File: config.mk
export PLATFORM = sky130hd
export DESIGN_NAME = stopwatch_ctrl_flat
export DESIGN_NICKNAME = d
export VERILOG_FILES = /design/src/rtl/stopwatch_ctrl_pkg.sv /design/src/rtl/stopwatch_ctrl_if.sv /design/src/rtl/stopwatch_ctrl_bcd_digit_cell.sv /design/src/rtl/stopwatch_ctrl.sv /design/src/flat_wrapper.sv
export SDC_FILE = /design/constraint.sdc
export NUM_CORES = 1
export LEC_CHECK = 0
export ABC_AREA = 1
export CORE_ASPECT_RATIO = 0.5
export CORE_UTILIZATION = 52
export DETAILED_ROUTE_END_ITERATION = 12
export GPL_TIMING_DRIVEN = 0
export PLACE_DENSITY = 0.76
export SLEW_MARGIN = 20
export SYNTH_ARGS = -nofsm -noshare
export SYNTH_HDL_FRONTEND = slang
export SYNTH_SLANG_ARGS = --single-unit
File: constraint.sdc
create_clock -name clk -period 1.59 [get_ports clk]
set_input_delay 0.159 -clock clk [delete_from_list [all_inputs] [get_ports clk]]
set_output_delay 0.159 -clock clk [all_outputs]
set_load 0.005 [all_outputs]
File: src/rtl/stopwatch_ctrl_pkg.sv
// Shared definitions for the stopwatch controller: state encoding,
// BCD limits and default timing.
package stopwatch_ctrl_pkg;

  // Controller states; the encoding is visible on the debug port.
  typedef enum logic [1:0] {
    ST_IDLE  = 2'd0,
    ST_RUN   = 2'd1,
    ST_PAUSE = 2'd2
  } state_t;

  // Largest value a single BCD digit may hold.
  localparam logic [3:0] BCD_MAX = 4'd9;

  // Number of cascaded digits; the display bus is sized for exactly four.
  localparam int NDIG = 4;

  // 100 MHz system clock divided down to a 0.01 s count tick.
  localparam int DEFAULT_TICK_DIV = 1000000;

endpackage

File: src/rtl/stopwatch_ctrl_if.sv
// Control/status bundle between the board controls and the stopwatch.
//
// Handshake: there is no valid/ready pair here. start_stop, clear and lap
// are single-cycle command pulses that the controller samples on every
// rising clock edge; each high cycle is one command. The status outputs
// are level signals that are always valid.
interface stopwatch_ctrl_if;
  import stopwatch_ctrl_pkg::*;

  logic        start_stop;
  logic        clear;
  logic        lap;
  logic [15:0] digits;
  logic        running;
  logic        lap_active;
  logic        overflow;
  state_t      dbgState;

  // Command source (board controls / testbench).
  modport master (
    output start_stop, clear, lap,
    input  digits, running, lap_active, overflow, dbgState
  );

  // The stopwatch controller itself.
  modport slave (
    input  start_stop, clear, lap,
    output digits, running, lap_active, overflow, dbgState
  );
endinterface

File: src/rtl/stopwatch_ctrl_bcd_digit_cell.sv
// One mod-10 counter stage of the cascaded BCD chain.
module bcd_digit_cell
  import stopwatch_ctrl_pkg::*;
(
  input  logic       clk,
  input  logic       rst,
  input  logic       clr,
  input  logic       inc,
  output logic [3:0] digit,
  output logic       carry_out
);

  // The next stage advances only when this one wraps from 9 back to 0.
  assign carry_out = inc && (digit == BCD_MAX);

  // Count 0..9 on inc, wrap to 0, otherwise hold; clear beats inc.
  always_ff @(posedge clk) begin
    if (rst || clr) begin
      digit <= 4'd0;
    end else if (inc) begin
      digit <= (digit == BCD_MAX) ? 4'd0 : digit + 4'd1;
    end
  end

endmodule

File: src/rtl/stopwatch_ctrl.sv
// Stopwatch sequencer: prescaler, start/stop/clear/lap state machine and a
// four-digit BCD counter chain with a freezable lap display.
module stopwatch_ctrl
  import stopwatch_ctrl_pkg::*;
#(
  parameter int TICK_DIV = DEFAULT_TICK_DIV
) (
  input  logic             clk,
  input  logic             rst,
  stopwatch_ctrl_if.slave  bus
);

  localparam int PW = $clog2(TICK_DIV);
  localparam logic [PW-1:0] PRE_LAST = PW'(TICK_DIV - 1);

  state_t              state;
  state_t              nextState;
  logic [PW-1:0]       prescaler;
  logic                tick;
  logic                running;
  logic                lapActive;
  logic                overflow;
  logic                lapEvent;
  logic                wrap;
  logic [4*NDIG-1:0]   liveCount;
  logic [4*NDIG-1:0]   dispReg;
  logic [NDIG:0]       incChain;

  // One-cycle count strobe on the last prescaler step while running.
  assign tick = (state == ST_RUN) && (prescaler == PRE_LAST);

  // Carry chain: every digit sees the tick on the same edge, gated by
  // all lower digits being 9, so the whole count updates at once.
  assign incChain[0] = tick;
  assign wrap        = incChain[NDIG];

  for (genvar k = 0; k < NDIG; k++) begin : gDigit
    bcd_digit_cell uCell (
      .clk       (clk),
      .rst       (rst),
      .clr       (bus.clear),
      .inc       (incChain[k]),
      .digit     (liveCount[4*k +: 4]),
      .carry_out (incChain[k+1])
    );
  end

  // Prescaler runs only in RUN, holds in PAUSE, and restarts from zero on
  // clear so a cleared run never inherits a partial tick.
  always_ff @(posedge clk) begin
    if (rst || bus.clear) begin
      prescaler <= '0;
    end else if (state == ST_RUN) begin
      prescaler <= tick ? '0 : prescaler + PW'(1);
    end else if (state == ST_IDLE) begin
      prescaler <= '0;
    end
  end

  // Next-state selection: clear wins over start_stop.
  always_comb begin
    nextState = state;
    if (bus.clear) begin
      nextState = ST_IDLE;
    end else if (bus.start_stop) begin
      case (state)
        ST_IDLE:  nextState = ST_RUN;
        ST_RUN:   nextState = ST_PAUSE;
        ST_PAUSE: nextState = ST_RUN;
        default:  nextState = ST_IDLE;
      endcase
    end
  end

  // A lap pulse counts only outside IDLE and when no higher-priority
  // command arrives in the same cycle.
  assign lapEvent = bus.lap && !bus.clear && !bus.start_stop && (state != ST_IDLE);

  // State register with registered status flags and the lap snapshot.
  always_ff @(posedge clk) begin
    if (rst) begin
      state     <= ST_IDLE;
      running   <= 1'b0;
      lapActive <= 1'b0;
      dispReg   <= '0;
      overflow  <= 1'b0;
    end else begin
      state   <= nextState;
      running <= (nextState == ST_RUN);
      if (bus.clear) begin
        lapActive <= 1'b0;
        dispReg   <= '0;
        overflow  <= 1'b0;
      end else begin
        if (lapEvent) begin
          if (!lapActive) begin
            dispReg   <= liveCount;
            lapActive <= 1'b1;
          end else begin
            lapActive <= 1'b0;
          end
        end
        if (wrap) begin
          overflow <= 1'b1;
        end
      end
    end
  end

  // Live count passes straight through unless a lap snapshot is held.
  assign bus.digits     = lapActive ? dispReg : liveCount;
  assign bus.running    = running;
  assign bus.lap_active = lapActive;
  assign bus.overflow   = overflow;
  assign bus.dbgState   = state;

endmodule

File: src/flat_wrapper.sv
// flat-port wrapper written by rule: the top's interface ports become plain ports
module stopwatch_ctrl_flat import stopwatch_ctrl_pkg::*;
#(
  parameter int TICK_DIV = DEFAULT_TICK_DIV
)
  (clk, rst, bus_start_stop, bus_clear, bus_lap, bus_digits, bus_running, bus_lap_active, bus_overflow, bus_dbgState);
  stopwatch_ctrl_if bus_i ();
  input  logic clk;
  input  logic rst;
  input wire logic [$bits(bus_i.start_stop)-1:0] bus_start_stop;
  input wire logic [$bits(bus_i.clear)-1:0] bus_clear;
  input wire logic [$bits(bus_i.lap)-1:0] bus_lap;
  output wire logic [$bits(bus_i.digits)-1:0] bus_digits;
  output wire logic [$bits(bus_i.running)-1:0] bus_running;
  output wire logic [$bits(bus_i.lap_active)-1:0] bus_lap_active;
  output wire logic [$bits(bus_i.overflow)-1:0] bus_overflow;
  output wire logic [$bits(bus_i.dbgState)-1:0] bus_dbgState;
  assign bus_i.start_stop = bus_start_stop;
  assign bus_i.clear = bus_clear;
  assign bus_i.lap = bus_lap;
  assign bus_digits = bus_i.digits;
  assign bus_running = bus_i.running;
  assign bus_lap_active = bus_i.lap_active;
  assign bus_overflow = bus_i.overflow;
  assign bus_dbgState = bus_i.dbgState;
  stopwatch_ctrl #(.TICK_DIV(TICK_DIV)) u_core (.clk(clk), .rst(rst), .bus(bus_i));
endmodule
==> qor.yml, run 1 <==
clockRootBuffer: "clkbuf_16"
grt_max_degree: 11
final_cell_area_sq_mm: 0.00399
cellLeakagePower_uw: 0.00149
setup_viol: 0
drc: 0
synth.distinct_cells: 34
drv_cap: 0
nFillCells: 453
p_per_area_mw_per_mm2: 890
internal_power_uw: 2840
ys_ff_latch: 57
dieArea_sq_mm: 0.00603
clkPwrFrac_pct: 56.0
hold_class: "in -> reg"
wl_per_cell_microns: 13.4
initial_core_util_pct: 54.0
clock-sinks: 57
antenna_found_initial: 0
yosys_warnings: 0
hold_viol: 0
via_per_inst: 5.26
syn_nets: 457
finalWeightedCongestion: 0.901
fin_crit_ns: 1.56
drt_pass1_iterations: 4
detail_route.iter0.violations: 166
io_pins: 26
skew_ns: 0.00648
grt_pass1_vias: 2679
dpl_cell_area_sq_mm: 0.00331
num_antenna_cells: 0
fmax_mhz: 639
syn_avg_cell_area_sq_um: 6.58
final_nets: 510
synth_area_sq_mm: 0.00297
cts_max_level: 3
area.growth.synth_to_final_pct: 34.4
vias: 3061
drive_gt1_share_pct: 21.4
final_cell_mix: "101 x nand2_1, 61 x nor2_1, 43 x dfxtp_1, 40 x inv_1"
cts_hold_buf: 0
fin_crit_sh_pct: 98.4
dp_hpwl_mm: 5.12
core_sq_mm: 0.00549
tightest_slew_ns: 0.639
cts_tree: "built"
rsz0062_at_grt: "true"
final.setup.tns_ns: 0
clk_pin_slew_ns: 0.05
grt_util_all_layers_pct: 27.3
drt-total-wl_mm: 7.83
p_switching_uw: 705
clkLatencyLatePin_ns: 0.33
syn_inst: 451
placed_cells: 549
grt_pass1_wl_mm: 12.4
die_h_microns: 55.4
status: "completed"
start_kind: "flip-flop"
power_frac_comb_pct: 3.5
arrival_ns: 1.82
clockBufferDepth: 2
die_w_microns: 109
fp-row-count: 19
cp.required_ns: 1.85
crit_fanout: 6
port-buffer-count: 25
p_sw_share_pct: 19.9
peakVddDrop_mv: 0.981
fin_cells: 582
pwr-share-seq_pct: 40.5
cts_made_buffers: 9
gr-total-overflow: 0
critical_path.endpoint_type: "flip-flop"
final_common_cell: "nand2_1"
maxSlewHeadroom_pct: 57.4
slew_violations: 0
crit_type: "reg -> reg"
ant_nets: 0
seq_area_frac_synth_pct: 38.4
## cell families (layout without fill, tap and decap cells)
| family | after synthesis | after routing | share of synthesized area [%] |
|---|---|---|---|
| and+or+nand+nor | 229 | 231 | 34.6 |
| AOI/OAI and AO/OA | 97 | 97 | 17.0 |
| buffers and inverters | 62 | 118 | 8.05 |
| DFF | 57 | 57 | 38.4 |
| xor gates and xnor gates | 5 | 5 | 1.48 |
| adders and majority gates | 1 | 1 | 0.422 |
## sequential cells by signal (all words and copies together) (netlist names)
name                       count
u_core.bus.overflow            1
u_core.bus.running             1
u_core.gDigit.uCell.digit     16
u_core.bus.dbgState            2
u_core.prescaler              20
u_core.dispReg                16
u_core.bus.lap_active          1
## area by class of cell
cell class              instances  area [sq um]  area share (%)
clock buffers                  13           240            6.02
well taps                      73          91.3            2.29
multi-input cells             334          1790            44.8
clock inverters                 3          65.1            1.63
inverters                      48           183            4.58
flip-flops and latches         57          1170            29.2
plain buffers                  14           101            2.54
repair buffers                 40           355            8.91
## worst paths after layout
path | from | endpoint | slack, ns | cells after the start
max | u_core.prescaler[1]$_SDFFE_PP0P_ | u_core.gDigit[1].uCell.digit[1]$_SDFFE_PP0N_ | 0.03 | 8
min | rst | u_core.bus.dbgState[1]$_SDFF_PP0_ | 0.41 | 2
max reg2reg | u_core.prescaler[1]$_SDFFE_PP0P_ | u_core.gDigit[1].uCell.digit[1]$_SDFFE_PP0N_ | 0.03 | 8
min reg2reg | u_core.bus.overflow$_SDFFE_PP0P_ | u_core.bus.overflow$_SDFFE_PP0P_ | 0.45 | 2
## critical path, stage by stage, from the launching register on
cell and delay, ns:
dfxtp_2 0.35, ha_4 0.16, nand3_4 0.10, nor2_4 0.13, nand4_4 0.19, buf_12 0.19, nor2_4 0.12, nand3b_1 0.12
a21oi_2 0.13
## metrics by stage
step / hold WS, ns / util (%) / setup WS [ns] / total power, uW
5_1_grt: 0.449 / 72.6 / -0.0933 / 3660
2_1_floorplan: 0.231 / - / 0.100 / 1530
3_5_place_dp: 0.442 / 60.3 / -0.351 / 1570
4_1_cts: 0.400 / 69.9 / 0.00381 / 3560
6_report: 0.408 / 72.6 / 0.0261 / 3550
3_3_place_gp: 0.437 / 60.3 / -0.343 / 1570
## synth_stat cells (all sizes together)
cell type,instances,area [sq um]
a211oi,2,15.0
a21oi,36,180
a31oi,1,6.26
and2,1,6.26
buf,5,25.0
clkbuf,9,33.8
dfxtp,57,1140
ha,1,12.5
inv,48,180
nand2,111,429
nand3,19,110
nand3b,2,18.8
nand4,10,77.6
nor2,78,337
nor3,7,40.0
nor3b,1,7.51
o2111ai,1,8.76
o211ai,2,15.0
o21ai,53,265
o21bai,2,15.0
xor2,5,43.8
## per-layer routing
layer / vias to the layer above / track usage, % / part of all wire, %
met5: - / 0 / 0
met4: 0 / 9.27 / 1.3
met3: 11 / 8.74 / 6.4
met2: 73 / 42.9 / 46
met1: 1399 / 35.3 / 46
li1: 1578 / - / -
## power by group through the flow
stage / Combinational, uW / Clock, uW / Sequential [uW]
floorplan: 60.0 / 0 / 1470
global placement: 100 / 0 / 1470
detailed placement: 101 / 0 / 1470
CTS: 109 / 2020 / 1440
global route: 135 / 2090 / 1440
finish: 123 / 1990 / 1440
## repair_timing
action	4_1_cts	5_1_grt
cloned	1	1
buffers inserted	9	6
pin swaps	10	24
gates resized for setup	78	38
endpoints found under the setup margin	55	41
Power figures use the tool's default switching activity.
==> run 2, diff against run 1 <==
CORE_MARGIN = 2   (was default)
==> run 2 against run 1 <==
- non-clock buffer count up 2
- hold slack gained 0.033 ns
- design area grew 0.41%
- critical path type unchanged
- combinational power fell by 3%
- cell count stayed put
- clock skew is essentially flat
- routed wire length up 0.59%
- clock power up 2%
- first-iteration DRC count decreased by 3.6%
==> qor.yml, run 2 (synthesized netlist as in run 1, its figures left out) <==
cts_made_buffers: 9
critical_path.endpoint_type: "flip-flop"
setup.worst_path.end: "u_core.gDigit[2].uCell.digit[3]$_SDFFE_PP0N_"
area.growth.synth_to_final_pct: 34.9
cellLeakagePower_uw: 0.00149
ant_nets: 0
p_per_area_mw_per_mm2: 895
wl_per_cell_microns: 13.5
cts_max_level: 3
core_sq_mm: 0.00549
nFillCells: 434
grt_pass1_vias: 2701
rsz0062_at_grt: "true"
clkLatencyLatePin_ns: 0.33
fin_crit_ns: 1.58
drv_cap: 0
gr-total-overflow: 0
vias: 3081
timing.rr.start: "u_core.prescaler[1]$_SDFFE_PP0P_"
cts_tree: "built"
crit_fanout: 6
io_pins: 26
regMostFlops: "u_core.prescaler"
final_nets: 511
final_util_pct: 72.9
grt_pass1_wl_mm: 12.8
drt-total-wl_mm: 7.87
antenna_found_initial: 0
setup_viol: 0
start_kind: "flip-flop"
fp-row-count: 19
top_regs: "u_core.prescaler: 20 flops, u_core.dispReg: 16 flops, u_core.gDigit.uCell.digit: 16 flops"
hold_class: "in -> reg"
largest_register_ffs: 20
final_common_cell: "nand2_1"
die_w_microns: 111
via_per_inst: 5.29
drc: 0
cts_hold_buf: 0
status: "completed"
slew_violations: 0
dieArea_sq_mm: 0.00636
initial_core_util_pct: 54.0
maxSlewHeadroom_pct: 52.6
num_antenna_cells: 0
finalWeightedCongestion: 0.884
peakVddDrop_mv: 0.814
drive_gt1_share_pct: 23.8
final.setup.tns_ns: 0
grt_max_degree: 11
cp.required_ns: 1.81
drt_pass1_iterations: 5
port-buffer-count: 25
skew_ns: 0.00635
detail_route.iter0.violations: 160
fin_crit_sh_pct: 99.4
crit_type: "reg -> reg"
clk_pin_slew_ns: 0.05
arrival_ns: 1.80
final_cell_mix: "97 x nand2_1, 62 x nor2_1, 45 x dfxtp_1, 40 x inv_1, 33 x o21ai_0"
grt_util_all_layers_pct: 25.4
dp_hpwl_mm: 4.97
crit_start: "u_core.prescaler[1]$_SDFFE_PP0P_"
clock-sinks: 57
hold_viol: 0
tightest_slew_ns: 0.711
regToRegEndpoint: "u_core.gDigit[2].uCell.digit[3]$_SDFFE_PP0N_"
ff2ff_setup_slack_ns: 0.01
die_h_microns: 57.4
clockRootBuffer: "clkbuf_16"
fmax_mhz: 633
ff2ff_path_depth: 8
clockBufferDepth: 2
==> run 2: worst min-delay path by stage <==
stage / start / endpoint / slack [ns] / cells after the start
6_report: rst / u_core.bus.dbgState[1]$_SDFF_PP0_ / 0.44 / 2
5_1_grt: rst / u_core.bus.dbgState[1]$_SDFF_PP0_ / 0.47 / 2
4_1_cts: rst / u_core.bus.dbgState[1]$_SDFF_PP0_ / 0.41 / 2
3_5_place_dp: u_core.bus.overflow$_SDFFE_PP0P_ / u_core.bus.overflow$_SDFFE_PP0P_ / 0.44 / 2
3_3_place_gp: u_core.bus.overflow$_SDFFE_PP0P_ / u_core.bus.overflow$_SDFFE_PP0P_ / 0.44 / 2
2_1_floorplan: rst / u_core.bus.dbgState[1]$_SDFF_PP0_ / 0.23 / 1
==> run 2: layer usage <==
layer  track usage (%)  share of wire [%]  vias to the layer above
met5                 0                  0                        -
met4              7.86                1.7                        0
met3              8.29                4.8                       15
met2              41.0                 46                       76
met1              33.2                 47                     1414
li1                  -                  -                     1576
==> run 2: metrics by stage <==
stage               setup WS (ns)  instances  hold WS (ns)  area (sq um)  power, uW
global placement           -0.402        549         0.437          3310       1570
detailed placement         -0.443        549         0.441          3310       1570
CTS                       -0.0437        572         0.410          3830       3600
global route               -0.105        582         0.466          4000       3700
floorplan                   0.100        451         0.231          2970       1530
finish                    0.00976        582         0.441          4000       3580
==> run 2: area by class of cell <==
type	instances	area (sq um)	share of cell area (%)
Clock buffer	12	246	6.16
Multi-Input combinational cell	333	1820	45.3
Buffer	14	97.6	2.44
Inverter	48	180	4.50
Clock inverter	3	65.1	1.62
Sequential cell	57	1170	29.1
Tap cell	73	91.3	2.28
Timing Repair Buffer	42	342	8.53
==> run 2: worst max-delay path, cell delays in order (launching register included) <==
cell	delay [ns]
dfxtp_4	0.36
ha_4	0.17
nand3_4	0.11
nor2_4	0.14
nand4_4	0.21
nor2_8	0.20
nand2_4	0.10
o21ai_2	0.13
nor2_1	0.05
==> run 2: repair_timing <==
action | in CTS | in global routing
endpoints found under the setup margin | 56 | 46
gates cloned | 1 | 0
gates resized for setup | 79 | 54
pin swaps | 12 | 15
buffers inserted | 7 | 10
==> run 2: power by group <==
group | internal [uW] | switching, uW
logic | 43.3 | 75.9
registers | 1430 | 4.69
clock network | 1400 | 629
total | 2870 | 709
==> run 3, diff against run 2 <==
CTS_BUF_LIST = sky130_fd_sc_hd__clkbuf_16   (was default)
SLEW_MARGIN = 10   (was 20)
==> run 3 against run 2 <==
- combinational power rose by 13%
- design area rose by 1.7%
- via count rose by 3.2%
- clock-buffer cell count fell by 3
- critical path type unchanged
==> qor.yml, run 3 (synthesized netlist as in run 1, its figures left out) <==
drive_gt1_share_pct: 25.0
grt_pass1_wl_mm: 12.6
clockRootBuffer: "clkbuf_16"
io_pins: 26
drt_pass1_iterations: 5
ant_nets: 0
gr-total-overflow: 0
cp.required_ns: 1.77
cpMaxStageDelayCell: "dfxtp_2"
die_w_microns: 111
p_per_area_mw_per_mm2: 869
p_sw_share_pct: 20.3
power_frac_comb_pct: 3.8
cts_made_buffers: 9
clockBufferDepth: 2
grt_util_all_layers_pct: 25.2
num_antenna_cells: 0
via_per_inst: 5.39
initial_core_util_pct: 54.0
skew_ns: 0.00706
drc: 0
grt_max_degree: 11
critical_path.endpoint_type: "flip-flop"
fin_crit_sh_pct: 98.1
clk_pin_slew_ns: 0.05
final_nets: 519
drv_cap: 0
cts_hold_buf: 0
port-buffer-count: 25
crit_start: "u_core.prescaler[14]$_SDFFE_PP0P_"
maxSlewHeadroom_pct: 55.2
finalWeightedCongestion: 0.884
hold_viol: 0
fin_cells: 590
top_regs: "u_core.prescaler: 20 flops, u_core.dispReg: 16 flops, u_core.gDigit.uCell.digit: 16 flops"
tightest_slew_ns: 0.672
pwr-share-seq_pct: 40.6
antenna_found_initial: 0
slew_violations: 0
cts_tree: "built"
status: "completed"
peakVddDrop_mv: 0.788
setup_viol: 0
crit_type: "reg -> reg"
hold_class: "in -> reg"
clkPwrFrac_pct: 55.7
regMostFlops: "u_core.prescaler"
internal_power_uw: 2820
crit_top_cell: "nand2_1"
cts_max_level: 3
timing.rr.start: "u_core.prescaler[14]$_SDFFE_PP0P_"
rsz0062_at_grt: "true"
dp_hpwl_mm: 4.97
cp_slowest_stage_delay_ns: 0.32
p_switching_uw: 717
crit_chain: "buf_6 > inv_2 > nor2_1 > nand2_1 > nor2_2 > nand4_4 > nor2_8 > nand2_4 > nand2_1 > a21oi_1"
detail_route.iter0.violations: 194
crit_fanout: 6
nFillCells: 420
fin_crit_ns: 1.56
largest_register_ffs: 20
arrival_ns: 1.74
die_h_microns: 57.4
dieArea_sq_mm: 0.00636
cellLeakagePower_uw: 0.00154
placed_cells: 549
drt-total-wl_mm: 8.41
fp-row-count: 19
area.growth.synth_to_final_pct: 37.2
final_util_pct: 74.1
vias: 3180
core_sq_mm: 0.00549
final_common_cell: "nand2_1"
clock-sinks: 57
grt_pass1_vias: 2668
fmax_mhz: 641
final_cell_mix: "99 x nand2_1, 60 x nor2_1, 43 x inv_1, 43 x dfxtp_1, 34 x a21oi_1"
hp-start: "rst"
clkLatencyLatePin_ns: 0.33
wl_per_cell_microns: 14.2
start_kind: "flip-flop"
-- run 3: metrics by stage --
stage	worst slack [ns]	power (uW)	TNS (ns)	instance area [sq um]	hold WS (ns)
floorplan	0.100	1530	0	2970	0.231
global placement	-0.402	1570	-14.72	3310	0.437
detailed placement	-0.443	1570	-16.19	3310	0.441
CTS	-0.00869	3540	-0.00869	3790	0.410
global route	-0.0956	3640	-0.933	4070	0.462
finish	0.0309	3540	0	4070	0.443
-- run 3: timing repair --
action,4_1_cts,5_1_grt
gates resized for setup,73,67
pin swaps,8,17
hold endpoints to repair,0,0
buffers inserted,7,17
setup endpoints to repair,56,48
cloned,1,1
-- run 3: final cells by class --
cell class              count  area [sq um]  area share (%)
flip-flops and latches     57          1170            28.8
inverters                  48           183            4.49
repair buffers             50           402            9.86
clock inverters             6          76.3            1.87
well taps                  73          91.3            2.24
clock buffers               9           225            5.53
multi-input cells         333          1820            44.7
plain buffers              14           101            2.49
-- run 3: worst max-delay path: cells and delay by family (launching register included) --
kind | cells | cell delay [ns]
simple gates | 7 | 0.88
flops | 1 | 0.32
buf+inv | 2 | 0.14
compound gates | 1 | 0.06
-- run 3: worst paths after layout --
check,to,slack (ns),cells past startpoint
hold / removal,u_core.bus.dbgState[1]$_SDFF_PP0_,0.44,2
setup / recovery,u_core.gDigit[2].uCell.digit[0]$_SDFFE_PP0N_,0.03,10
hold reg to reg,u_core.bus.overflow$_SDFFE_PP0P_,0.44,2
setup reg to reg,u_core.gDigit[2].uCell.digit[0]$_SDFFE_PP0N_,0.03,10
-- run 3: power groups by stage --
| stage | combinational [uW] | sequential [uW] | clock (uW) |
|---|---|---|---|
| 2_1_floorplan | 60.0 | 1470 | 0 |
| 3_3_place_gp | 101 | 1470 | 0 |
| 3_5_place_dp | 102 | 1470 | 0 |
| 4_1_cts | 111 | 1440 | 1990 |
| 5_1_grt | 144 | 1430 | 2060 |
| 6_report | 134 | 1430 | 1970 |
-- run 3: per-layer routing --
metal  part of all wire [%]  wire (microns)  global-route usage [%]  vias to the layer above
met1                     44            3710                    32.6                     1465
met3                    6.3             528                    8.29                       19
met2                     48            4000                    40.9                      105
met5                      0               0                       0                        -
met4                    2.0             167                    7.68                        0
li1                       -               -                       -                     1591
